### src/rtl/vga_pattern_gen.sv
// ---------------------------------------------------------------------------
// vga_pattern_gen
//
// VGA test-pattern generator for the 25 MHz pixel domain. Sits between the
// hvsync timing block and the VGA pins. Produces one of four patterns,
// selected once per frame: colour bars, checkerboard, grey gradient and
// scrolling colour bars. Colour, data-enable and syncs are all registered
// together, so every output changes on the same clock edge, one cycle after
// the pixel position that produced it.
//
// Ports:
//   clk          in   pixel clock (25 MHz)
//   reset        in   synchronous, active-high reset
//   mode_sel     in   requested pattern (0 bars, 1 checker, 2 gradient,
//                     3 scrolling bars), sampled at frame start only
//   hsync_in     in   horizontal sync from hvsync
//   vsync_in     in   vertical sync from hvsync
//   display_on   in   active-video flag from hvsync
//   hpos, vpos   in   current pixel position (10 bits each)
//   hsync_out    out  hsync_in delayed one cycle
//   vsync_out    out  vsync_in delayed one cycle
//   de_out       out  display_on delayed one cycle
//   vga_r/g/b    out  pixel colour, COLOR_W bits per channel
//   mode_active  out  pattern currently displayed
// ---------------------------------------------------------------------------
module vga_pattern_gen #(
    parameter int   H_ACTIVE     = 640,
    parameter int   V_ACTIVE     = 480,
    parameter int   COLOR_W      = 4,
    parameter int   NUM_BARS     = 8,
    parameter int   CHECK_SHIFT  = 5,
    parameter int   SCROLL_SHIFT = 4,
    parameter logic SYNC_IDLE    = 1'b1
) (
    input  logic               clk,
    input  logic               reset,
    input  logic [1:0]         mode_sel,
    input  logic               hsync_in,
    input  logic               vsync_in,
    input  logic               display_on,
    input  logic [9:0]         hpos,
    input  logic [9:0]         vpos,
    output logic               hsync_out,
    output logic               vsync_out,
    output logic               de_out,
    output logic [COLOR_W-1:0] vga_r,
    output logic [COLOR_W-1:0] vga_g,
    output logic [COLOR_W-1:0] vga_b,
    output logic [1:0]         mode_active
);

    typedef enum logic [1:0] {
        MODE_BARS   = 2'd0,
        MODE_CHECK  = 2'd1,
        MODE_GRAD   = 2'd2,
        MODE_SCROLL = 2'd3
    } mode_t;

    localparam int BAR_W  = H_ACTIVE / NUM_BARS;
    localparam int GRAD_W = H_ACTIVE >> COLOR_W;

    localparam logic [9:0]         H_END      = 10'(H_ACTIVE);
    localparam logic [9:0]         V_END      = 10'(V_ACTIVE);
    localparam logic [9:0]         BAR_W_LAST = 10'(BAR_W - 1);
    localparam logic [9:0]         GRAD_LAST  = 10'(GRAD_W - 1);
    localparam logic [3:0]         LAST_BAR   = 4'(NUM_BARS - 1);
    localparam logic [COLOR_W-1:0] LEVEL_MAX  = '1;

    // Registered state
    logic [3:0]              bar_q;        // bar index of the next pixel
    logic [9:0]              bar_pix_q;    // position inside that bar
    logic [COLOR_W-1:0]      lvl_q;        // gradient level of the next pixel
    logic [9:0]              lvl_pix_q;    // position inside that level
    logic [SCROLL_SHIFT-1:0] frame_cnt_q;
    logic [3:0]              scroll_idx_q;

    // Current-pixel view
    logic               frame_start;
    logic               line_start;
    logic               blank;
    mode_t              mode_cur;
    logic [3:0]         bar_cur;
    logic [9:0]         bar_pix_cur;
    logic [COLOR_W-1:0] lvl_cur;
    logic [9:0]         lvl_pix_cur;
    logic [2:0]         bar_code;
    logic               chk_on;

    // Next-state and colour
    logic [3:0]         bar_d;
    logic [9:0]         bar_pix_d;
    logic [COLOR_W-1:0] lvl_d;
    logic [9:0]         lvl_pix_d;
    logic [COLOR_W-1:0] pix_r;
    logic [COLOR_W-1:0] pix_g;
    logic [COLOR_W-1:0] pix_b;

    assign frame_start = (hpos == '0) && (vpos == '0);
    assign line_start  = (hpos == '0);
    assign blank       = !display_on || (hpos >= H_END) || (vpos >= V_END);

    // The latched mode only updates on the edge that closes the frame-start
    // cycle, so pixel (0,0) takes mode_sel directly.
    assign mode_cur = mode_t'(frame_start ? mode_sel : mode_active);

    // Colour code 7 - (k mod 8) is simply the inverted low three bits of k.
    assign bar_code = ~bar_cur[2:0];
    assign chk_on   = hpos[CHECK_SHIFT] ^ vpos[CHECK_SHIFT];

    // Pixel counters replace hpos/BAR_W and hpos/GRAD_W. The registers hold
    // the values for the following pixel; at hpos==0 they are overridden so
    // each line starts cleanly even after a mid-line reset.
    always_comb begin
        // NOTE: every always_comb output gets a default first so no path
        // leaves it unassigned, which would otherwise infer a latch.
        bar_cur     = bar_q;
        bar_pix_cur = bar_pix_q;
        lvl_cur     = lvl_q;
        lvl_pix_cur = lvl_pix_q;
        if (line_start) begin
            bar_cur     = (mode_cur == MODE_SCROLL) ? scroll_idx_q : '0;
            bar_pix_cur = '0;
            lvl_cur     = '0;
            lvl_pix_cur = '0;
        end

        bar_d     = bar_cur;
        bar_pix_d = bar_pix_cur + 10'd1;
        if (bar_pix_cur == BAR_W_LAST) begin
            bar_pix_d = '0;
            if (bar_cur != LAST_BAR) begin
                bar_d = bar_cur + 4'd1;
            end else if (mode_cur == MODE_SCROLL) begin
                bar_d = '0;                    // scrolling bars wrap around
            end
        end

        lvl_d     = lvl_cur;
        lvl_pix_d = lvl_pix_cur + 10'd1;
        if (lvl_pix_cur == GRAD_LAST) begin
            lvl_pix_d = '0;
            if (lvl_cur != LEVEL_MAX) begin
                lvl_d = lvl_cur + COLOR_W'(1);
            end
        end
    end

    always_comb begin
        pix_r = '0;
        pix_g = '0;
        pix_b = '0;
        if (!blank) begin
            unique case (mode_cur)
                MODE_BARS, MODE_SCROLL: begin
                    pix_r = {COLOR_W{bar_code[2]}};
                    pix_g = {COLOR_W{bar_code[1]}};
                    pix_b = {COLOR_W{bar_code[0]}};
                end
                MODE_CHECK: begin
                    pix_r = {COLOR_W{chk_on}};
                    pix_g = {COLOR_W{chk_on}};
                    pix_b = {COLOR_W{chk_on}};
                end
                MODE_GRAD: begin
                    pix_r = lvl_cur;
                    pix_g = lvl_cur;
                    pix_b = lvl_cur;
                end
            endcase
        end
    end

    always_ff @(posedge clk) begin
        // NOTE: sequential state uses non-blocking assignments so every
        // register samples pre-edge values regardless of statement order.
        if (reset) begin
            bar_q        <= '0;
            bar_pix_q    <= '0;
            lvl_q        <= '0;
            lvl_pix_q    <= '0;
            frame_cnt_q  <= '0;
            scroll_idx_q <= '0;
            mode_active  <= 2'd0;
            hsync_out    <= SYNC_IDLE;
            vsync_out    <= SYNC_IDLE;
            de_out       <= 1'b0;
            vga_r        <= '0;
            vga_g        <= '0;
            vga_b        <= '0;
        end else begin
            bar_q     <= bar_d;
            bar_pix_q <= bar_pix_d;
            lvl_q     <= lvl_d;
            lvl_pix_q <= lvl_pix_d;

            if (frame_start) begin
                mode_active <= mode_sel;
                frame_cnt_q <= frame_cnt_q + SCROLL_SHIFT'(1);
                if (frame_cnt_q == '1) begin
                    scroll_idx_q <= (scroll_idx_q == LAST_BAR) ? '0 : scroll_idx_q + 4'd1;
                end
            end

            hsync_out <= hsync_in;
            vsync_out <= vsync_in;
            de_out    <= display_on;
            vga_r     <= pix_r;
            vga_g     <= pix_g;
            vga_b     <= pix_b;
        end
    end

endmodule

### config.mk
export PLATFORM = sky130hd
export DESIGN_NAME = vga_pattern_gen
export DESIGN_NICKNAME = d
export VERILOG_FILES = /design/src/rtl/vga_pattern_gen.sv
export SDC_FILE = /design/constraint.sdc
export NUM_CORES = 1
export LEC_CHECK = 0
export ABC_AREA = 1
export BUFFER_PORTS_ARGS = -buffer_cell sky130_fd_sc_hd__buf_2
export CORE_UTILIZATION = 60
export DETAILED_ROUTE_END_ITERATION = 7
export PLACE_DENSITY = 0.88
export SYNTH_ARGS = -nofsm -noshare
export SYNTH_HDL_FRONTEND = slang
export SYNTH_SLANG_ARGS = --single-unit
### constraint.sdc
create_clock -name clk -period 6.6 [get_ports clk]
set_clock_uncertainty 0.05 [all_clocks]
set_input_delay 0.33 -clock clk [delete_from_list [all_inputs] [get_ports clk]]
set_output_delay 0.33 -clock clk [all_outputs]
set_load 0.02 [all_outputs]
After elaboration in Yosys (flattened, before gate mapping)
Cells that the tools add are included.
- register bits after elaboration: 53
- input bits: 27
- output and inout port bits: 17
- logic and storage cells: 59
- add/subtract/negate cells: 6
- order comparisons: 2
- equal/unequal tests: 9
- muxes and demuxes: 15
- bitwise operators: 2
- reduce and logical (&&, ||, !) cells: 12
- operator list (operator ; number):
    $mux W4 ; 9
    $pmux W4 S3 ; 3
    $add A10 B1 Y10 const B ; 2
    $logic_not A10 Y1 ; 2
    $mux W10 ; 2
    $add A4 B1 Y4 const B ; 4
    $eq A10 B6 Y1 const B ; 1
    $eq A10 B7 Y1 const B ; 1
    $ge A10 B10 Y1 const B ; 1
    $ge A10 B9 Y1 const B ; 1
    $reduce_or A2 Y1 ; 4
    $eq A2 B2 Y1 const B ; 2
    $eq A4 B3 Y1 const B ; 1
    $eq A4 B4 Y1 const B ; 1
    $ne A4 B3 Y1 const B ; 1
    $ne A4 B4 Y1 const B ; 1
    $not A3 Y3 ; 1
    $eq A2 B1 Y1 const B ; 1
    $logic_not A2 Y1 ; 1
    $logic_or A1 B1 Y1 ; 2
    $mux W2 ; 1
    $reduce_and A2 Y1 ; 1
    $logic_and A1 B1 Y1 ; 1
    $logic_not A1 Y1 ; 1
    $xor A1 B1 Y1 ; 1

Longest topological paths before layout
Gate-level depths: netlist (run 1).
- word-level depth: 9
- gate-level depth with buffers: 18
- mapped depth without buffers: 18

Least setup slack after synthesis (run 1)
No wires, ideal clock.
- path type: input-to-reg
- start point: input port hpos[6]
- end point: register bar_q[0]
- library setup time: 0.114 ns
- arrival time: 2.258 ns
- data required time: 6.436 ns
- setup slack: 4.178 ns
- cell stages on the path: 17
- path buffers: 0
- path through: nor2_1 > nand3_2 > nor2_8 > nand2_2 > inv_2 > or2_2 > o21ai_2 > inv_1 > ha_1 > nand2_1 > o21ai_2 > ha_1 > nand3_2 > nand2_2 > nand2_1 > nand2_1 > nor2_1
- word-level cells in the longest chain between the ends: 9
- elaborated cells on any way between the ends: 13
- those cells by class: 1 x add/sub; 3 x eq/ne; 7 x mux; 2 x reduce/logical
- RTL lines (element ; RTL line ; RTL):
    start, declared ; 41 ; input logic [9:0] hpos,
    $logic_not A10 Y1 * ; 98 ; assign frame_start = (hpos == '0) && (vpos == '0);
    $logic_and A1 B1 Y1 * ; 98 ;
    $mux W2 * ; -- ;
    via mode_cur[0] ; 81 ; mode_t mode_cur;
    $eq A2 B2 Y1 * ; 121, 133 ;
    $mux W4 ; 121 ; bar_cur = (mode_cur == MODE_SCROLL) ? scroll_idx_q : '0;
    $mux W4 ; 120 ; if (line_start) begin
    $add A4 B1 Y4, or another cell as far along ; 132 ; bar_d = bar_cur + 4'd1;
    $mux W4 ; 131 ; if (bar_cur != LAST_BAR) begin
    $mux W4 * ; 129 ; if (bar_pix_cur == BAR_W_LAST) begin
    end signal, assigned ; 191 ; bar_q <= bar_d;
    end, declared ; 70 ; logic [3:0] bar_q;
Mark *: on every way through the listed nets, which the timed path passes. The rest lies on a longest branch.
A chain may end at the register's enable or synchronous reset.

Worst setup path in the final report (run 1)
- start point: input port hpos[6]
- end point: register bar_q[1]
The elaborated chain is that of the path after synthesis.

==> impl_metrics.prom, run 1 <==
# TYPE chip_impl_metric gauge
chip_impl_info{name="status",value="finished, final reports clean"} 1
chip_impl_info{name="top_signal_layer_used",value="met4"} 1
chip_impl_metric{name="power_density",unit="mW/mm²"} 180
chip_impl_metric{name="seq_area_frac_synth",unit="%"} 39.1
chip_impl_metric{name="grt_start_max_net_pins",unit=""} 26
chip_impl_metric{name="cts-buffers-inserted",unit=""} 5
chip_impl_metric{name="achievable-frequency",unit="MHz"} 375
chip_impl_metric{name="cts-root-to-sink-buffers",unit=""} 2
chip_impl_metric{name="ff2ff_path_depth",unit=""} 12
chip_impl_metric{name="wl",unit="µm"} 5620
chip_impl_metric{name="die_w",unit="µm"} 69.2
chip_impl_info{name="r2r_start",value="mode_active[0]$_SDFF_PP0_"} 1
chip_impl_metric{name="route.met2.wl",unit="µm"} 2720
chip_impl_info{name="worst_hold_path_type",value="input port to flip-flop"} 1
chip_impl_metric{name="synth.lib_cells_used.distinct",unit=""} 32
chip_impl_metric{name="netlist_instances",unit=""} 373
chip_impl_metric{name="worstPathRequired",unit="ps"} 6790
chip_impl_metric{name="synth-seq-cells",unit=""} 53
chip_impl_metric{name="final-max-slew-violation-count",unit=""} 0
chip_impl_metric{name="cap_viol_max_count",unit=""} 0
chip_impl_metric{name="drt-vias-per-instance",unit=""} 5.48
chip_impl_metric{name="grt_pass1_vias",unit=""} 2275
chip_impl_metric{name="syn-mean-instance-area",unit="µm²"} 7.27
chip_impl_metric{name="cts.repair_timing.setup_buffer_count",unit=""} 0
chip_impl_metric{name="dpl.hpwl",unit="µm"} 4050
chip_impl_metric{name="clk_transition_reported_paths",unit="ps"} 90
chip_impl_metric{name="synth_fp_nets",unit=""} 409
chip_impl_metric{name="fp.dieH",unit="µm"} 69.2
chip_impl_metric{name="worst_hold_path_depth",unit=""} 2
chip_impl_info{name="cts-root-buf",value="sky130_fd_sc_hd__clkbuf_8"} 1
chip_impl_metric{name="period_needed",unit="ps"} 2660
chip_impl_metric{name="slew_headroom",unit="%"} 67.7
chip_impl_info{name="worst_r2r_endpoint",value="bar_q[2]$_SDFF_PP0_"} 1
chip_impl_metric{name="power_leakage",unit="nW"} 1.42
chip_impl_metric{name="grt_remaining_overflow",unit=""} 0
chip_impl_info{name="worstSetupEndpointType",value="flip-flop"} 1
chip_impl_metric{name="fin_worst_setup_slack",unit="ps"} 3940
chip_impl_metric{name="holdBufCountCts",unit=""} 0
chip_impl_metric{name="drcViolationCount",unit=""} 0
chip_impl_info{name="timing.hold.worst.start",value="vsync_in"} 1
chip_impl_metric{name="die_area",unit="mm²"} 0.00479
chip_impl_metric{name="ff2ff_setup_slack",unit="ps"} 4510
chip_impl_info{name="worstHoldEndpoint",value="vsync_out$_SDFF_PP1_"} 1
chip_impl_metric{name="dr.pass1.iters",unit=""} 5
chip_impl_metric{name="critical_path_arrival",unit="ps"} 2850
chip_impl_metric{name="detailedRoute.firstIterationViolations",unit=""} 298
chip_impl_metric{name="setup_violations_final",unit=""} 0
chip_impl_metric{name="syn_area",unit="mm²"} 0.00271
chip_impl_metric{name="post_cts_resize_count",unit=""} 0
chip_impl_metric{name="area_growth_syn_to_layout",unit="%"} 12.0
chip_impl_info{name="setup_repair_after_global_routing_missed_its_margin",value="false"} 1
chip_impl_info{name="worst_setup_path_start_kind",value="input port"} 1
chip_impl_metric{name="core-area",unit="mm²"} 0.00435
chip_impl_metric{name="grt_pass1_wl",unit="µm"} 9430
chip_impl_metric{name="diodes",unit=""} 0
chip_impl_info{name="cts_tree",value="done"} 1
chip_impl_metric{name="synth-warning-count",unit=""} 0
chip_impl_metric{name="grtUsageTotal",unit="%"} 24.0
chip_impl_metric{name="met3RoutedLength",unit="µm"} 373
chip_impl_metric{name="antenna_violations_before_repair",unit=""} 0
chip_impl_metric{name="wl_per_cell",unit="µm"} 11.9
chip_impl_metric{name="met1_length",unit="µm"} 2390
chip_impl_metric{name="timing_hold_violations_final",unit=""} 0
chip_impl_metric{name="vias",unit=""} 2579
chip_impl_metric{name="worst_path_fanout_max",unit=""} 18
chip_impl_metric{name="clk_latency",unit="ps"} 300
chip_impl_metric{name="floorplan.io_pins",unit=""} 44
chip_impl_metric{name="gp_routability_congestion",unit=""} 0.896
chip_impl_metric{name="cts.sinks",unit=""} 53
chip_impl_info{name="setup.worst_path.class",value="input port to flip-flop"} 1
chip_impl_metric{name="final_min_period_over_clock_period",unit="%"} 40.4
chip_impl_metric{name="ctsHtreeMaxLevel",unit=""} 2
chip_impl_metric{name="power.ir.vdd_worst",unit="mV"} 0.113
chip_impl_metric{name="final_net_count",unit=""} 454
chip_impl_metric{name="port-buffer-count",unit=""} 43
chip_impl_metric{name="worst-slew-pin-transition",unit="ps"} 481
chip_impl_metric{name="initial_utilization",unit="%"} 62.3
chip_impl_metric{name="drive_above_1_share",unit="%"} 22.2
chip_impl_metric{name="placementRows",unit=""} 24
chip_impl_metric{name="drt.antenna.violating_nets",unit=""} 0
chip_impl_metric{name="pre_cts_slack",unit="ps"} 3670
chip_impl_metric{name="tns",unit="ps"} 0
through the flow:
step	instance area [µm²]	instances	util (%)	power, W	hold WS [ps]
after global routing	3040	471	69.8	0.000567	160
final	3040	471	69.8	0.000545	153
after CTS	3040	471	69.8	0.000548	151
after detailed placement	2960	463	67.9	0.000376	434
after floorplan	2710	373	-	0.000359	363
after global placement	2960	463	67.9	0.000374	419
synthesized netlist by cell type:
cell                       number  share of area [%]
sky130_fd_sc_hd__xor2_1         5                1.6
sky130_fd_sc_hd__buf_4          1               0.28
sky130_fd_sc_hd__nand3_1       24                4.4
sky130_fd_sc_hd__o21bai_1       1               0.28
sky130_fd_sc_hd__nand2_1       67                9.3
sky130_fd_sc_hd__clkinv_1       2               0.28
sky130_fd_sc_hd__o21ai_0       14                2.6
sky130_fd_sc_hd__o21ai_2        2               0.65
sky130_fd_sc_hd__nand4_2        2               0.92
sky130_fd_sc_hd__buf_6          2               0.83
sky130_fd_sc_hd__inv_2          6               0.83
sky130_fd_sc_hd__nand2_4        4                1.7
sky130_fd_sc_hd__nand2_2        8                1.8
sky130_fd_sc_hd__or2_2          6                1.4
sky130_fd_sc_hd__clkbuf_1       2               0.28
sky130_fd_sc_hd__nand3_2        5                1.8
sky130_fd_sc_hd__xnor2_1        1               0.32
sky130_fd_sc_hd__nand4_1        7                1.6
sky130_fd_sc_hd__nor2_1        54                7.5
sky130_fd_sc_hd__o21ai_1        2               0.37
sky130_fd_sc_hd__nor2_8         1               0.74
sky130_fd_sc_hd__nand3b_1       1               0.28
sky130_fd_sc_hd__nor2_4         2               0.83
sky130_fd_sc_hd__ha_1           9                4.2
sky130_fd_sc_hd__dfxtp_1       53                 39
sky130_fd_sc_hd__inv_1         39                5.4
sky130_fd_sc_hd__or2_1          3               0.69
sky130_fd_sc_hd__nor3_4         1               0.60
sky130_fd_sc_hd__a41oi_1        1               0.32
sky130_fd_sc_hd__nor2_2         6                1.4
sky130_fd_sc_hd__nor3_1         5               0.92
sky130_fd_sc_hd__a21oi_1       37                6.8
per-layer routing:
layer | GRT usage (%) | up-vias
li1 | - | 1292
met1 | 29.0 | 1154
met2 | 41.3 | 115
met3 | 4.80 | 18
met4 | 10.4 | 0
met5 | 0 | -
report_power, final:
part	internal, W	leakage, nW	total, W	switching [W]
Combinational	0.0000158	0.946	0.0000400	0.0000243
Clock	0.0000738	0.0450	0.000177	0.000103
Sequential	0.000326	0.430	0.000328	0.00000255
kinds of logic (layout without fill, tap and decap cells):
group / after synthesis / in the layout / synth area share (%)
and+or+nand+nor: 196 / 196 / 35.9
xor gates and xnor gates: 6 / 6 / 1.94
adders and majority gates: 9 / 9 / 4.15
DFF: 53 / 53 / 39.1
AOI/OAI and AO/OA: 57 / 57 / 11.0
buffers and inverters: 52 / 98 / 7.89
state kept, by name, summed over array words and instances (netlist names), 2 cells and up:
| signal | cells |
|---|---|
| lvl_q | 4 |
| vga_g | 4 |
| frame_cnt_q | 4 |
| vga_b | 4 |
| mode_active | 2 |
| bar_pix_q | 10 |
| scroll_idx_q | 4 |
| bar_q | 4 |
| vga_r | 4 |
| lvl_pix_q | 10 |
how the worst max path moves through the flow:
| stage | from | to | cells after the start |
|---|---|---|---|
| 2_1_floorplan | hpos[6] | bar_q[0]$_SDFF_PP0_ | 17 |
| 3_3_place_gp | hpos[6] | bar_q[0]$_SDFF_PP0_ | 18 |
| 3_5_place_dp | hpos[6] | bar_q[2]$_SDFF_PP0_ | 18 |
| 4_1_cts | hpos[6] | bar_q[1]$_SDFF_PP0_ | 17 |
| 5_1_grt | hpos[3] | bar_q[1]$_SDFF_PP0_ | 17 |
| 6_report | hpos[6] | bar_q[1]$_SDFF_PP0_ | 17 |
final cells by class:
| class | instances | area [µm²] |
|---|---|---|
| clock buffers | 6 | 72.6 |
| clock inverters | 2 | 10.0 |
| fillers | 351 | 1320 |
| inverters | 47 | 176 |
| multi-input cells | 268 | 1440 |
| flip-flops and latches | 53 | 1060 |
| well taps | 52 | 65.1 |
| repair buffers | 43 | 215 |
placed cells by master, fill, tap and decap left out, types with 2 or more instances in the layout:
cell	instances
sky130_fd_sc_hd__a21oi_1	37
sky130_fd_sc_hd__buf_2	43
sky130_fd_sc_hd__clkbuf_8	5
sky130_fd_sc_hd__clkinv_1	2
sky130_fd_sc_hd__clkinv_2	2
sky130_fd_sc_hd__dfxtp_1	53
sky130_fd_sc_hd__ha_1	9
sky130_fd_sc_hd__inv_1	39
sky130_fd_sc_hd__inv_2	6
sky130_fd_sc_hd__nand2_1	67
sky130_fd_sc_hd__nand2_2	8
sky130_fd_sc_hd__nand2_4	4
sky130_fd_sc_hd__nand3_1	24
sky130_fd_sc_hd__nand3_2	5
sky130_fd_sc_hd__nand4_1	7
sky130_fd_sc_hd__nand4_2	2
sky130_fd_sc_hd__nor2_1	54
sky130_fd_sc_hd__nor2_2	6
sky130_fd_sc_hd__nor2_4	2
sky130_fd_sc_hd__nor3_1	5
sky130_fd_sc_hd__o21ai_0	14
sky130_fd_sc_hd__o21ai_1	2
sky130_fd_sc_hd__o21ai_2	2
sky130_fd_sc_hd__or2_1	3
sky130_fd_sc_hd__or2_2	6
sky130_fd_sc_hd__xor2_1	5
worst max-delay path, stage by stage:
cell and delay, ps:
sky130_fd_sc_hd__buf_2 90, sky130_fd_sc_hd__nor2_1 160, sky130_fd_sc_hd__nand3_2 160, sky130_fd_sc_hd__nor2_8 270
sky130_fd_sc_hd__nand2_2 170, sky130_fd_sc_hd__inv_2 150, sky130_fd_sc_hd__or2_2 130, sky130_fd_sc_hd__o21ai_2 60
sky130_fd_sc_hd__inv_1 80, sky130_fd_sc_hd__ha_1 260, sky130_fd_sc_hd__nand2_1 90, sky130_fd_sc_hd__o21ai_2 190
sky130_fd_sc_hd__ha_1 240, sky130_fd_sc_hd__nand3_2 110, sky130_fd_sc_hd__nand2_2 100, sky130_fd_sc_hd__nand3_1 90
sky130_fd_sc_hd__a21oi_1 140
Note: power is estimated with default switching activity, not from simulation.
==> run 2: changes to the inputs <==
Settings changed: CORE_UTILIZATION 60 to 51, PLACE_DENSITY 0.88 to 0.8.
Clock period 6.6 ns to 2.4 ns, I/O delays scaled along.
==> run 2 against run 1 <==
  * Sequential power grew to 2.8 times the previous value
  * Clock-buffer cell count down 1
  * Critical path depth unchanged
  * Setup slack got worse by 3600 ps
  * Highest routed layer unchanged
==> impl_metrics.prom, run 2 (synthesized netlist as in run 1, its figures left out) <==
# TYPE chip_impl_metric gauge
chip_impl_info{name="status",value="finished, final reports clean"} 1
chip_impl_info{name="cts-root-buf",value="sky130_fd_sc_hd__clkbuf_8"} 1
chip_impl_metric{name="slew_headroom",unit="%"} 60.7
chip_impl_info{name="layout_common_cells",value="sky130_fd_sc_hd__nand2_1, sky130_fd_sc_hd__nor2_1, sky130_fd_sc_hd__dfxtp_1, sky130_fd_sc_hd__buf_2, sky130_fd_sc_hd__inv_1"} 1
chip_impl_metric{name="timing_hold_violations_final",unit=""} 0
chip_impl_metric{name="worst_hold_path_depth",unit=""} 3
chip_impl_metric{name="clk_latency",unit="ps"} 310
chip_impl_metric{name="final-max-slew-violation-count",unit=""} 0
chip_impl_metric{name="fin_worst_setup_slack",unit="ps"} 325
chip_impl_metric{name="grt_pass1_vias",unit=""} 2185
chip_impl_metric{name="setup_violations_final",unit=""} 0
chip_impl_metric{name="drcViolationCount",unit=""} 0
chip_impl_info{name="worst_hold_path_type",value="input port to flip-flop"} 1
chip_impl_metric{name="critical_path_arrival",unit="ps"} 2240
chip_impl_metric{name="ctsHtreeMaxLevel",unit=""} 2
chip_impl_metric{name="fp.dieH",unit="µm"} 74.9
chip_impl_metric{name="worst_path_fanout_max",unit=""} 6
chip_impl_info{name="worstSetupEndpointType",value="flip-flop"} 1
chip_impl_metric{name="drt.antenna.violating_nets",unit=""} 0
chip_impl_metric{name="antenna_violations_before_repair",unit=""} 0
chip_impl_metric{name="grt_start_max_net_pins",unit=""} 19
chip_impl_info{name="worstHoldEndpoint",value="mode_active[0]$_SDFF_PP0_"} 1
chip_impl_metric{name="power.ir.vdd_worst",unit="mV"} 0.451
chip_impl_metric{name="grtUsageTotal",unit="%"} 20.2
chip_impl_metric{name="final_min_period_over_clock_period",unit="%"} 86.5
chip_impl_metric{name="achievable-frequency",unit="MHz"} 482
chip_impl_metric{name="grt_pass1_wl",unit="µm"} 8800
chip_impl_metric{name="vias",unit=""} 2493
chip_impl_metric{name="port-buffer-count",unit=""} 43
chip_impl_info{name="r2r_start",value="mode_active[0]$_SDFF_PP0_"} 1
chip_impl_metric{name="power_density",unit="mW/mm²"} 488
chip_impl_metric{name="timing.hold.ws",unit="ps"} 54.7
chip_impl_metric{name="initial_utilization",unit="%"} 53.1
chip_impl_metric{name="cts-root-to-sink-buffers",unit=""} 2
chip_impl_metric{name="wl",unit="µm"} 5430
chip_impl_metric{name="wl_per_cell",unit="µm"} 10.9
chip_impl_info{name="worst_setup_path_start_kind",value="input port"} 1
chip_impl_metric{name="area_growth_syn_to_layout",unit="%"} 15.7
chip_impl_metric{name="final_net_count",unit=""} 462
chip_impl_metric{name="worstPathRequired",unit="ps"} 2570
chip_impl_info{name="worst_r2r_endpoint",value="bar_q[2]$_SDFF_PP0_"} 1
chip_impl_info{name="timing.hold.worst.start",value="mode_sel[0]"} 1
chip_impl_metric{name="placementRows",unit=""} 26
chip_impl_metric{name="period_needed",unit="ps"} 2080
chip_impl_metric{name="tns",unit="ps"} 0
chip_impl_metric{name="dr.pass1.iters",unit=""} 4
chip_impl_metric{name="die_area",unit="mm²"} 0.00561
chip_impl_metric{name="ff2ff_setup_slack",unit="ps"} 360
chip_impl_metric{name="grt_remaining_overflow",unit=""} 0
chip_impl_metric{name="clk_transition_reported_paths",unit="ps"} 100
chip_impl_info{name="mostFrequentLayoutCell",value="sky130_fd_sc_hd__nand2_1"} 1
chip_impl_metric{name="pre_cts_slack",unit="ps"} 22.4
chip_impl_metric{name="die_w",unit="µm"} 74.9
chip_impl_info{name="setup_repair_after_global_routing_missed_its_margin",value="false"} 1
chip_impl_metric{name="dpl.hpwl",unit="µm"} 4100
chip_impl_metric{name="cap_viol_max_count",unit=""} 0
chip_impl_metric{name="cts-buffers-inserted",unit=""} 5
chip_impl_metric{name="worst-slew-pin-transition",unit="ps"} 584
chip_impl_metric{name="drive_above_1_share",unit="%"} 23.2
chip_impl_metric{name="drt-vias-per-instance",unit=""} 5.02
chip_impl_metric{name="floorplan.io_pins",unit=""} 44
chip_impl_metric{name="power_leakage",unit="nW"} 1.46
chip_impl_metric{name="diodes",unit=""} 0
chip_impl_info{name="cts_tree",value="done"} 1
chip_impl_metric{name="cts.sinks",unit=""} 53
chip_impl_metric{name="detailedRoute.firstIterationViolations",unit=""} 119
chip_impl_info{name="registers_with_the_highest_flip_flop_counts",value="bar_pix_q (10), lvl_pix_q (10)"} 1
chip_impl_metric{name="core-area",unit="mm²"} 0.00511
chip_impl_metric{name="gp_routability_congestion",unit=""} 0.832
chip_impl_info{name="setup.worst_path.class",value="input port to flip-flop"} 1
chip_impl_metric{name="ff2ff_path_depth",unit=""} 12
[run 2: how the worst max path moves through the flow]
| stage | end | slack, ps | from |
|---|---|---|---|
| floorplan | bar_q[0]$_SDFF_PP0_ | 190 | hpos[6] |
| global placement | bar_q[2]$_SDFF_PP0_ | 130 | vpos[9] |
| detailed placement | bar_q[2]$_SDFF_PP0_ | 20 | vpos[9] |
| CTS | bar_q[2]$_SDFF_PP0_ | 330 | vpos[9] |
| global route | bar_q[3]$_SDFF_PP0_ | 130 | vpos[9] |
| finish | bar_q[2]$_SDFF_PP0_ | 320 | vpos[9] |
[run 2: stage by stage]
step / util, % / total power, W / area (µm²) / cells
floorplan: - / 0.000988 / 2710 / 373
global placement: 59.0 / 0.00103 / 3020 / 486
detailed placement: 59.0 / 0.00103 / 3020 / 486
CTS: 61.5 / 0.00155 / 3140 / 497
global route: 61.5 / 0.00159 / 3140 / 497
finish: 61.5 / 0.00153 / 3140 / 497
[run 2: area by class of cell]
class | count | area (µm²)
fillers | 470 | 1970
flip-flops and latches | 53 | 1060
repair buffers | 51 | 283
well taps | 70 | 87.6
multi-input cells | 268 | 1440
inverters | 47 | 176
clock inverters | 3 | 25.0
clock buffers | 5 | 68.8
[run 2: metal layers]
metal / global-route usage [%] / share of wire, % / wire length, µm / vias up
met5: 0 / 0 / 0 / -
met4: 6.29 / 1.2 / 66 / 0
met3: 3.61 / 3.7 / 203 / 8
met2: 37.4 / 50 / 2720 / 56
met1: 23.5 / 45 / 2430 / 1119
li1: - / - / - / 1310
[run 2: power breakdown]
part / internal [W] / switching [W] / total [W]
combinational: 0.0000462 / 0.0000657 / 0.000112
clock: 0.000211 / 0.000307 / 0.000518
sequential: 0.000896 / 0.00000684 / 0.000903
total: 0.00115 / 0.000380 / 0.00153
[run 2: critical path, stage by stage]
cell and delay, ps:
sky130_fd_sc_hd__buf_2 100, sky130_fd_sc_hd__or2_1 210, sky130_fd_sc_hd__nor3_1 230, sky130_fd_sc_hd__nand2_2 140, sky130_fd_sc_hd__inv_2 80, sky130_fd_sc_hd__or2_2 100
sky130_fd_sc_hd__o21ai_2 70, sky130_fd_sc_hd__inv_1 90, sky130_fd_sc_hd__ha_1 210, sky130_fd_sc_hd__nand2_1 90, sky130_fd_sc_hd__o21ai_2 200, sky130_fd_sc_hd__ha_1 240
sky130_fd_sc_hd__nand2_1 90, sky130_fd_sc_hd__nor2_1 80, sky130_fd_sc_hd__a21oi_1 70, sky130_fd_sc_hd__nand2_1 90, sky130_fd_sc_hd__inv_1 40
[run 2: repair_timing]
action | in CTS | in global routing
gates resized for setup | 0 | 0
setup endpoints to repair | 0 | 0
buffers inserted | 0 | 0
hold endpoints to repair | 3 | 0
hold buffers | 3 | 0
